--- config.mk ---
export PLATFORM = sky130hd
export DESIGN_NAME = mem_lsu_flat
export DESIGN_NICKNAME = d
export VERILOG_FILES = /design/src/rtl/lsu_pkg.sv /design/src/rtl/mem_lsu_if.sv /design/src/rtl/mem_lsu_align.sv /design/src/rtl/mem_lsu.sv /design/src/flat_wrapper.sv
export SDC_FILE = /design/constraint.sdc
export NUM_CORES = 1
export LEC_CHECK = 0
export ABC_AREA = 1
export CAP_MARGIN = 5
export CORE_MARGIN = 1
export CORE_UTILIZATION = 45
export CTS_CLUSTER_DIAMETER = 120
export DETAILED_ROUTE_END_ITERATION = 10
export GPL_TIMING_DRIVEN = 0
export PLACE_DENSITY_LB_ADDON = 0.3
export SYNTH_ARGS = -nofsm -noshare
export SYNTH_HDL_FRONTEND = slang
export SYNTH_SLANG_ARGS = --single-unit
--- constraint.sdc ---
create_clock -name clk -period 2.6 [get_ports clk]
set_clock_uncertainty 0.05 [all_clocks]
set_input_delay 0.39 -clock clk [delete_from_list [all_inputs] [get_ports clk]]
set_output_delay 0.39 -clock clk [all_outputs]
set_load 0.03 [all_outputs]
--- src/rtl/lsu_pkg.sv ---
// Shared definitions for the load/store unit.
// Holds the RV32I funct3 width codes, the request/pipeline/response
// record types, and the legality checks that both the top and the
// alignment datapath need.
package lsu_pkg;

  // RV32I width/sign codes (loads and stores share B/H/W)
  localparam logic [2:0] F3_B  = 3'b000;
  localparam logic [2:0] F3_H  = 3'b001;
  localparam logic [2:0] F3_W  = 3'b010;
  localparam logic [2:0] F3_BU = 3'b100;
  localparam logic [2:0] F3_HU = 3'b101;

  // Request as presented by the core
  typedef struct packed {
    logic        we;
    logic [2:0]  funct3;
    logic [31:0] addr;
    logic [31:0] wdata;
    logic [4:0]  rd;
  } lsu_req_t;

  // Load waiting for its read data
  typedef struct packed {
    logic [2:0]  funct3;
    logic [31:0] addr;
    logic [4:0]  rd;
  } lsu_p1_t;

  // Load result handed to the consumer
  typedef struct packed {
    logic [31:0] data;
    logic [4:0]  rd;
    logic        err;
  } lsu_rsp_t;

  // A load is bad when its width code is unknown or the address is not
  // naturally aligned for that width.
  function automatic logic ldBad(input logic [2:0] f3, input logic [1:0] lo);
    logic bad;
    bad = 1'b1;
    case (f3)
      F3_B, F3_BU: bad = 1'b0;
      F3_H, F3_HU: bad = lo[0];
      F3_W:        bad = (lo != 2'b00);
      default:     bad = 1'b1;
    endcase
    return bad;
  endfunction

  // Stores only have B/H/W; anything from 011 upward is illegal.
  function automatic logic stBad(input logic [2:0] f3, input logic [1:0] lo);
    logic bad;
    bad = 1'b1;
    case (f3)
      F3_B:    bad = 1'b0;
      F3_H:    bad = lo[0];
      F3_W:    bad = (lo != 2'b00);
      default: bad = 1'b1;
    endcase
    return bad;
  endfunction

endpackage

--- src/rtl/mem_lsu_if.sv ---
// Bundle of all handshake and bus signals around the load/store unit:
// core request channel, data-memory port and load response channel.
//   slave  : the LSU itself (takes requests, drives the memory port,
//            produces responses)
//   master : the surrounding system (core, data memory, consumer)
interface mem_lsu_if;

  // Core request channel
  logic        req_valid;
  logic        req_ready;
  logic        req_we;
  logic [2:0]  req_funct3;
  logic [31:0] req_addr;
  logic [31:0] req_wdata;
  logic [4:0]  req_rd;

  // Data-memory port (mem_data is registered, one cycle after mem_addr)
  logic [31:0] mem_addr;
  logic [3:0]  mem_wmask;
  logic [31:0] mem_wdata;
  logic [31:0] mem_data;

  // Load response channel and store error pulse
  logic        rsp_valid;
  logic        rsp_ready;
  logic [31:0] rsp_data;
  logic [4:0]  rsp_rd;
  logic        rsp_err;
  logic        store_err;

  modport slave (
    input  req_valid, req_we, req_funct3, req_addr, req_wdata, req_rd,
    input  mem_data, rsp_ready,
    output req_ready, mem_addr, mem_wmask, mem_wdata,
    output rsp_valid, rsp_data, rsp_rd, rsp_err, store_err
  );

  modport master (
    output req_valid, req_we, req_funct3, req_addr, req_wdata, req_rd,
    output mem_data, rsp_ready,
    input  req_ready, mem_addr, mem_wmask, mem_wdata,
    input  rsp_valid, rsp_data, rsp_rd, rsp_err, store_err
  );

endinterface

--- src/rtl/mem_lsu_align.sv ---
// Purely combinational byte-lane datapath for the load/store unit.
// Store side: byte-enable mask and lane-replicated write data.
// Load side : byte/halfword extraction plus sign/zero extension.
// Ports:
//   i_stFunct3/i_stAddrLo/i_stData -> o_stMask, o_stData, o_stErr
//   i_ldFunct3/i_ldAddrLo/i_ldRaw  -> o_ldData, o_ldErr
// An erroneous access yields a zero mask / zero load data.
module lsu_align
  import lsu_pkg::*;
(
  input  logic [2:0]  i_stFunct3,
  input  logic [1:0]  i_stAddrLo,
  input  logic [31:0] i_stData,
  output logic [3:0]  o_stMask,
  output logic [31:0] o_stData,
  output logic        o_stErr,
  input  logic [2:0]  i_ldFunct3,
  input  logic [1:0]  i_ldAddrLo,
  input  logic [31:0] i_ldRaw,
  output logic [31:0] o_ldData,
  output logic        o_ldErr
);

  logic [7:0]  w_byte;
  logic [15:0] w_half;

  // Selected byte / halfword lane of the raw memory word
  assign w_byte = 8'(i_ldRaw >> {i_ldAddrLo, 3'b000});
  assign w_half = 16'(i_ldRaw >> {i_ldAddrLo[1], 4'b0000});

  // Store mask and data: replicating the data across lanes lets the
  // mask alone pick which bytes of the word get written.
  always_comb begin
    o_stErr  = stBad(i_stFunct3, i_stAddrLo);
    o_stMask = 4'b0000;
    o_stData = i_stData;
    case (i_stFunct3)
      F3_B: begin
        o_stMask = 4'b0001 << i_stAddrLo;
        o_stData = {4{i_stData[7:0]}};
      end
      F3_H: begin
        o_stMask = 4'b0011 << i_stAddrLo;
        o_stData = {2{i_stData[15:0]}};
      end
      F3_W:    o_stMask = 4'b1111;
      default: o_stMask = 4'b0000;
    endcase
    if (o_stErr) o_stMask = 4'b0000;
  end

  // Load extraction and extension; bad loads return zero
  always_comb begin
    o_ldErr  = ldBad(i_ldFunct3, i_ldAddrLo);
    o_ldData = '0;
    case (i_ldFunct3)
      F3_B:    o_ldData = {{24{w_byte[7]}}, w_byte};
      F3_BU:   o_ldData = {24'b0, w_byte};
      F3_H:    o_ldData = {{16{w_half[15]}}, w_half};
      F3_HU:   o_ldData = {16'b0, w_half};
      F3_W:    o_ldData = i_ldRaw;
      default: o_ldData = '0;
    endcase
    if (o_ldErr) o_ldData = '0;
  end

endmodule

--- src/rtl/mem_lsu.sv ---
// Load/store unit between an in-order core and a data memory with a
// registered (one-cycle) read port.
// Ports:
//   clk, reset : single clock, synchronous active-high reset
//   lsu        : mem_lsu_if.slave (request, memory port, response)
// Stores write in the cycle they are accepted. Loads flow through a
// one-entry stage (p1) that waits for the read data, then into the
// response register; one load per cycle when the consumer keeps up.
module mem_lsu
  import lsu_pkg::*;
(
  input  logic     clk,
  input  logic     reset,
  mem_lsu_if.slave lsu
);

  lsu_req_t    w_req;
  lsu_p1_t     r_p1;
  lsu_rsp_t    r_rsp;
  logic        r_p1Valid;
  logic        r_rspValid;
  logic        r_storeErr;

  logic        w_slotFree;
  logic        w_reqReady;
  logic        w_accept;
  logic        w_storeGo;
  logic        w_loadGo;
  logic        w_p1Move;
  logic [3:0]  w_stMask;
  logic [31:0] w_stData;
  logic        w_stErr;
  logic [31:0] w_ldData;
  logic        w_ldErr;

  assign w_req = '{we:     lsu.req_we,
                   funct3: lsu.req_funct3,
                   addr:   lsu.req_addr,
                   wdata:  lsu.req_wdata,
                   rd:     lsu.req_rd};

  // A new request fits if p1 is empty or p1 drains this cycle; while
  // reset is held nothing is taken.
  assign w_slotFree = !r_rspValid || lsu.rsp_ready;
  assign w_reqReady = !reset && (!r_p1Valid || w_slotFree);
  assign w_accept   = lsu.req_valid && w_reqReady;
  assign w_storeGo  = w_accept && w_req.we;
  assign w_loadGo   = w_accept && !w_req.we;
  assign w_p1Move   = r_p1Valid && w_slotFree;

  lsu_align u_align (
    .i_stFunct3 (w_req.funct3),
    .i_stAddrLo (w_req.addr[1:0]),
    .i_stData   (w_req.wdata),
    .o_stMask   (w_stMask),
    .o_stData   (w_stData),
    .o_stErr    (w_stErr),
    .i_ldFunct3 (r_p1.funct3),
    .i_ldAddrLo (r_p1.addr[1:0]),
    .i_ldRaw    (lsu.mem_data),
    .o_ldData   (w_ldData),
    .o_ldErr    (w_ldErr)
  );

  // While p1 is stalled the port keeps pointing at its address so the
  // memory re-reads it every cycle and the data is fresh on release.
  assign lsu.req_ready = w_reqReady;
  assign lsu.mem_addr  = w_accept ? w_req.addr : r_p1.addr;
  assign lsu.mem_wmask = w_storeGo ? w_stMask : 4'b0000;
  assign lsu.mem_wdata = w_storeGo ? w_stData : 32'h0;
  assign lsu.rsp_valid = r_rspValid;
  assign lsu.rsp_data  = r_rsp.data;
  assign lsu.rsp_rd    = r_rsp.rd;
  assign lsu.rsp_err   = r_rsp.err;
  assign lsu.store_err = r_storeErr;

  // Pipeline registers: p1 refills from a new load in the same cycle it
  // hands its result to rsp; rsp only changes when empty or consumed.
  always_ff @(posedge clk) begin
    if (reset) begin
      r_p1Valid  <= 1'b0;
      r_p1       <= '0;
      r_rspValid <= 1'b0;
      r_rsp      <= '0;
      r_storeErr <= 1'b0;
    end else begin
      r_storeErr <= w_storeGo && w_stErr;
      if (w_loadGo) begin
        r_p1Valid <= 1'b1;
        r_p1      <= '{funct3: w_req.funct3, addr: w_req.addr, rd: w_req.rd};
      end else if (w_p1Move) begin
        r_p1Valid <= 1'b0;
      end
      if (w_p1Move) begin
        r_rspValid <= 1'b1;
        r_rsp      <= '{data: w_ldData, rd: r_p1.rd, err: w_ldErr};
      end else if (lsu.rsp_ready) begin
        r_rspValid <= 1'b0;
      end
    end
  end

endmodule
--- src/flat_wrapper.sv ---
// flat-port wrapper written by rule: the top's interface ports become plain ports
module mem_lsu_flat import lsu_pkg::*;
  (clk, reset, lsu_req_valid, lsu_req_we, lsu_req_funct3, lsu_req_addr, lsu_req_wdata, lsu_req_rd, lsu_mem_data, lsu_rsp_ready, lsu_req_ready, lsu_mem_addr, lsu_mem_wmask, lsu_mem_wdata, lsu_rsp_valid, lsu_rsp_data, lsu_rsp_rd, lsu_rsp_err, lsu_store_err);
  mem_lsu_if lsu_i ();
  input  logic clk;
  input  logic reset;
  input wire logic [$bits(lsu_i.req_valid)-1:0] lsu_req_valid;
  input wire logic [$bits(lsu_i.req_we)-1:0] lsu_req_we;
  input wire logic [$bits(lsu_i.req_funct3)-1:0] lsu_req_funct3;
  input wire logic [$bits(lsu_i.req_addr)-1:0] lsu_req_addr;
  input wire logic [$bits(lsu_i.req_wdata)-1:0] lsu_req_wdata;
  input wire logic [$bits(lsu_i.req_rd)-1:0] lsu_req_rd;
  input wire logic [$bits(lsu_i.mem_data)-1:0] lsu_mem_data;
  input wire logic [$bits(lsu_i.rsp_ready)-1:0] lsu_rsp_ready;
  output wire logic [$bits(lsu_i.req_ready)-1:0] lsu_req_ready;
  output wire logic [$bits(lsu_i.mem_addr)-1:0] lsu_mem_addr;
  output wire logic [$bits(lsu_i.mem_wmask)-1:0] lsu_mem_wmask;
  output wire logic [$bits(lsu_i.mem_wdata)-1:0] lsu_mem_wdata;
  output wire logic [$bits(lsu_i.rsp_valid)-1:0] lsu_rsp_valid;
  output wire logic [$bits(lsu_i.rsp_data)-1:0] lsu_rsp_data;
  output wire logic [$bits(lsu_i.rsp_rd)-1:0] lsu_rsp_rd;
  output wire logic [$bits(lsu_i.rsp_err)-1:0] lsu_rsp_err;
  output wire logic [$bits(lsu_i.store_err)-1:0] lsu_store_err;
  assign lsu_i.req_valid = lsu_req_valid;
  assign lsu_i.req_we = lsu_req_we;
  assign lsu_i.req_funct3 = lsu_req_funct3;
  assign lsu_i.req_addr = lsu_req_addr;
  assign lsu_i.req_wdata = lsu_req_wdata;
  assign lsu_i.req_rd = lsu_req_rd;
  assign lsu_i.mem_data = lsu_mem_data;
  assign lsu_i.rsp_ready = lsu_rsp_ready;
  assign lsu_req_ready = lsu_i.req_ready;
  assign lsu_mem_addr = lsu_i.mem_addr;
  assign lsu_mem_wmask = lsu_i.mem_wmask;
  assign lsu_mem_wdata = lsu_i.mem_wdata;
  assign lsu_rsp_valid = lsu_i.rsp_valid;
  assign lsu_rsp_data = lsu_i.rsp_data;
  assign lsu_rsp_rd = lsu_i.rsp_rd;
  assign lsu_rsp_err = lsu_i.rsp_err;
  assign lsu_store_err = lsu_i.store_err;
  mem_lsu u_core (.clk(clk), .reset(reset), .lsu(lsu_i));
endmodule
# Word level (Yosys, flattened, before mapping)

Index checks and enable logic that the tools add are counted.

$add $sub $neg: 0
Multipliers: 0
Div/mod/pow operators: 0
Order comparisons: 0
Equality and inequality tests: 6
Shift-type cells: 4
Mux-type cells: 14
Bitwise gates (word level): 0
Reductions and logical operators: 20

Operators by type and width:

| operator            | count |
|---|---|
| $pmux 32 s5         | 1 |
| $mux 32             | 3 |
| $pmux 32 s2         | 1 |
| $shr 32x5->16       | 1 |
| $shr 32x5->8        | 1 |
| $pmux 4 s3          | 1 |
| $mux 4              | 2 |
| $reduce_bool 2->1   | 4 |
| $eq 3x1->1 const B  | 2 |
| $eq 3x2->1 const B  | 2 |
| $eq 3x3->1 const B  | 2 |
| $logic_and 1x1->1   | 6 |
| $logic_not 3->1     | 2 |
| $pmux 1 s3          | 2 |
| $logic_not 1->1     | 4 |
| $mux 1              | 4 |
| $reduce_or 2->1     | 2 |
| $shl 1x2->4 const A | 1 |
| $shl 2x2->4 const A | 1 |
| $logic_or 1x1->1    | 2 |

Bits in registers: 81
Latch bits: 0
Memory bits (writable): 0
Bits in read-only memories: 0
Bits of input ports: 109
Output and inout bits: 109
Word-level logic and storage cells: 53
Memories kept: 0

# Longest topological paths before layout

Depth after elaboration: 7
Gate-level depth with buffers: 10
Depth with buffers taken out: 9

# Cells and area by module

Synthesis repeated with hierarchy kept, for this count alone.

Cell total of the unflattened synthesis: 913
Area total of the unflattened synthesis: 5375.2 um^2

Modules (own cells, without submodules):

| module    | times used | cells an instance | area an instance (um^2) | seq. area each (um^2) |
|---|---|---|---|---|
| mem_lsu   | 1          | 576               | 3754.9                  | 1621.6 |
| lsu_align | 1          | 337               | 1620.3                  | 0.0 |

# Worst setup path after synthesis

Ideal clock, no wire load.

Path type: register to output
Start: register u_core.r_rspValid (netlist: u_core.lsu.rsp_valid)
End: output port lsu_mem_addr[10]
Data arrival time: 1.797 ns
Required time: 2.160 ns
Slack: 0.363 ns
Stages on the path, launching flop included: 6
Buffers on the path: 1
Path through: dfxtp_1 -> nand3_1 -> nand3_2 -> inv_2 -> clkbuf_1 -> o21ai_0

Word-level cells in the longest chain between the ends: 6

RTL lines:

| item                     | RTL line           | RTL |
|---|---|---|
| start: declaration       | mem_lsu.sv:21      | `logic r_rspValid;` |
| start signal: assignment | mem_lsu.sv:83      | `r_rspValid <= 1'b0;` |
| start signal: assignment | mem_lsu.sv:95      | `r_rspValid <= 1'b1;` |
| start signal: assignment | mem_lsu.sv:98      | `r_rspValid <= 1'b0;` |
| $logic_not 1->1          | mem_lsu.sv:44      | `assign w_slotFree = !r_rspValid \|\| lsu.rsp_ready;` |
| $logic_or 1x1->1         | mem_lsu.sv:44      |  |
| $logic_or 1x1->1         | mem_lsu.sv:45      | `assign w_reqReady = !reset && (!r_p1Valid \|\| w_slotFree);` |
| $logic_and 1x1->1        | mem_lsu.sv:45      |  |
| $logic_and 1x1->1        | mem_lsu.sv:46      | `assign w_accept = lsu.req_valid && w_reqReady;` |
| $mux 32                  | mem_lsu.sv:68      | `assign lsu.mem_addr = w_accept ? w_req.addr : r_p1.addr;` |
| end: declaration         | flat_wrapper.sv:16 | `output wire logic [$bits(lsu_i.mem_addr)-1:0] lsu_mem_addr;` |

No other way between the ends.

# Worst setup path after layout

Start: input port lsu_rsp_ready
End: output port lsu_mem_addr[20]

Word-level cells in the longest chain between the ends: 5

RTL lines:

| item               | RTL line           | RTL |
|---|---|---|
| start: declaration | flat_wrapper.sv:14 | `input wire logic [$bits(lsu_i.rsp_ready)-1:0] lsu_rsp_ready;` |
| $logic_or 1x1->1   | mem_lsu.sv:44      |  |
| $logic_or 1x1->1   | mem_lsu.sv:45      |  |
| $logic_and 1x1->1  | mem_lsu.sv:45      |  |
| $logic_and 1x1->1  | mem_lsu.sv:46      |  |
| $mux 32            | mem_lsu.sv:68      |  |

No other way between the ends.

==> results by group <==
Layout
  – Post-route design area: 6900 sq um
  – Share of cells above drive strength 1: between 10% and 20%
  – Layout Nets: between 1000 and 1500
  – Area growth, synth to finish: 50.2%
  – Fillers: 903
  – Final Util: a little over two thirds
  – Ant diodes: 0

Logic synthesis
  – Syn Inst Count: 773
  – Most frequent cell after synthesis: nand2_1
  – Post-synth EDFFs: 0
  – Asr flop ratio synth: 0%
  – Mapped cell area: 4590 sq um
  – Largest cells by area after synthesis: dfxtp_1 (35%), nand2_1 (17%), a21oi_1 (10%)
  – Largest area contributor in the netlist: dfxtp_1
  – Library cells used by synthesis: 21
  – Top cell type's share of synthesized area: between 30% and 40%
  – Seq/Total Area, Yosys: a little over a third
  – Synthesized flop and latch total: 81
  – Top cells by count, synth: nand2_1 (211), nor2_1 (111), a21oi_1 (94)
  – Synthesized Nets: 882
  – Primary FF master, synth: dfxtp_1
  – Average size of a mapped cell: a little under 6 sq um
  – Synth warn: 0

Floorplan
  – DIE HEIGHT: 103 um
  – Die X-Extent: 103 um
  – Die Outline Area: 10600 sq um
  – # rows: 36
  – IO Pins: 218
  – Initial core utilization: approximately 47%
  – Placeable Area: 9820 sq um

Worst setup path
  – Critical path peak fanout: 10
  – Critical path data required time: 2.16 ns
  – Crit. End Element: output port
  – Crit-path slowest cell: clkdlybuf4s50_1
  – Slowest stage delay, CP: approximately 0.46 ns
  – Crit path arrival time: around 2 ns
  – Startpoint Class: input pin
  – Critical Path, Cell by Cell: clkdlybuf4s50_1 > inv_1 > nand3_2 > nand3_4 > inv_2 > clkbuf_4 > nand2_1 > o21ai_1 > clkdlybuf4s18_2
  – Worst setup path class: input pin to output port
  – Reg2Reg Depth: 6

Drt
  – WL per Instance: 13.4 um
  – Final ANT Viol Nets: 0
  – Drt drc: 0
  – First-pass DRT Iterations: 7
  – Initial DRC count: 284
  – DR vias/cell: between 4 and 5
  – Aggregate routed wire length: 15300 um
  – Via count: 5615

STA
  – Maximum clock rate: approximately 0.4 GHz
  – Worst slew pin tran: 0.595 ns
  – Endpoints failing hold: 0
  – Tcrit/Tclk final: approximately 96%
  – Slew Viols, Final: 0
  – Final min period: 2.50 ns
  – Max-slew headroom: around 60%
  – Setup violations, final: 0
  – Worst hold margin: 0.270 ns

Global route
  – Largest net degree at the start of global routing: 17
  – GR Overflow Total: 0
  – First-pass GRT wire length: 23700 um
  – Gr usage total: 29.1%
  – Number of global-route vias before repair: 5155
  – Initial antenna violation count: 0

Clocking
  – CTS hold repair buffers: 0
  – Worst-path clk slew: ~0.09 ns
  – Clk buf depth: 2
  – H-tree depth: 3
  – CTS Root Cell: clkbuf_8
  – Worst-Skew Late Latency: 0.36 ns
  – Clock Sinks: 81
  – TritonCTS buffer count: 9
  – CTS tree: done

Pwr
  – Peak VDD IR: 0.000241 V
  – LEAKAGE: between 3 and 4 nW
  – Power Dens Cells: 452 nW/um^2
  – Power Total: about 3.1 mW

Placed design
  – Port Buf Inserts: around 220
  – DPL Wire Length: 12000 um
  – Routability congestion estimate: 0.919
  – Placement-stage cell area: 6920 sq um

Flow run
  – Maxcap violations: 0

Min path
  – Hold Crit Depth: 2
  – Hold WC Path Type: input pin to flop

Status
  – Outcome: complete, no violations
-- where the power goes --
group | internal [mW] | total (mW) | leakage (nW) | switching [mW]
clock | 0.460 | 0.966 | 0.0988 | 0.506
sequential | 1.29 | 1.31 | 0.659 | 0.0221
combinational | 0.341 | 0.841 | 2.40 | 0.500
total | 2.09 | 3.12 | 3.16 | 1.03
-- critical path: cells and delay by family --
kind	cells	cell delay (ns)
AO/OA/AOI/OAI	1	0.10
buffers and inverters	5	1.24
AND/OR/NAND/NOR	3	0.33
-- registers in the layout, indices dropped and copies added, names as in the netlist --
name / flops
u_core.lsu.rsp_valid: 1
u_core.lsu.rsp_rd: 5
u_core.r_p1Valid: 1
u_core.lsu.rsp_data: 32
u_core.lsu.store_err: 1
u_core.lsu.rsp_err: 1
u_core.r_p1: 40
-- timing repair --
action / CTS / global route
setup buffers: 2 / 0
endpoints found under the setup margin: 68 / 62
pin swaps: 1 / 1
gates resized for setup: 129 / 151
hold endpoints to repair: 0 / 0
-- cell families (layout without fill, tap and decap cells) --
logic type	Yosys count	in the layout	share of synthesized area, %
AO/OA/AOI/OAI	194	194	21.3
AND/OR/NAND/NOR	355	355	30.8
flip-flops	81	81	35.3
buffers and inverters	143	377	12.6
-- placed cells by master, fill, tap and decap left out, drive strengths merged, types with 9 or more instances in the layout --
master	n
dfxtp	81
nand2	212
inv	102
a21oi	96
buf	44
clkbuf	68
nand4	9
clkdlybuf4s50	148
o21ai	98
nand3	17
nor2	114
-- layout make-up --
type                    instances  area [sq um]  area share [%]
plain buffers                  45           223            3.23
repair buffers                218          1900            27.6
inverters                      98           368            5.33
multi-input cells             549          2410            34.9
clock inverters                 7          82.6            1.20
well taps                     133           166            2.41
clock buffers                   9           124            1.80
flip-flops and latches         81          1620            23.5
-- metal layers --
metal  wire [um]  up-vias  GRT usage [%]
met2        7320      227           51.4
met4         556        0           13.1
met3        1190       43           7.66
li1            -     2892              -
met1        6220     2453           32.7
met5           0        -              0
-- through the flow --
stage / TNS, ns / cells / setup slack [ns]
after global routing: -0.000814 / 1140 / -0.000814
after detailed placement: -30.26 / 1122 / -0.662
after CTS: 0 / 1140 / 0.00369
after floorplan: 0 / 773 / 0.363
final: 0 / 1140 / 0.0978
after global placement: -29.59 / 1122 / -0.662
-- path summary, 6_finish.rpt --
kind	start	endpoint	slack, ns
min reg2reg	u_core.r_p1[22]	u_core.r_p1[22]	0.41
max	lsu_rsp_ready	lsu_mem_addr[20]	0.1
min	reset	u_core.lsu.rsp_data[28]	0.27
max reg2reg	u_core.lsu.rsp_valid	u_core.r_p1[20]	0.92
No activity file was read; power rests on OpenSTA's default activity.
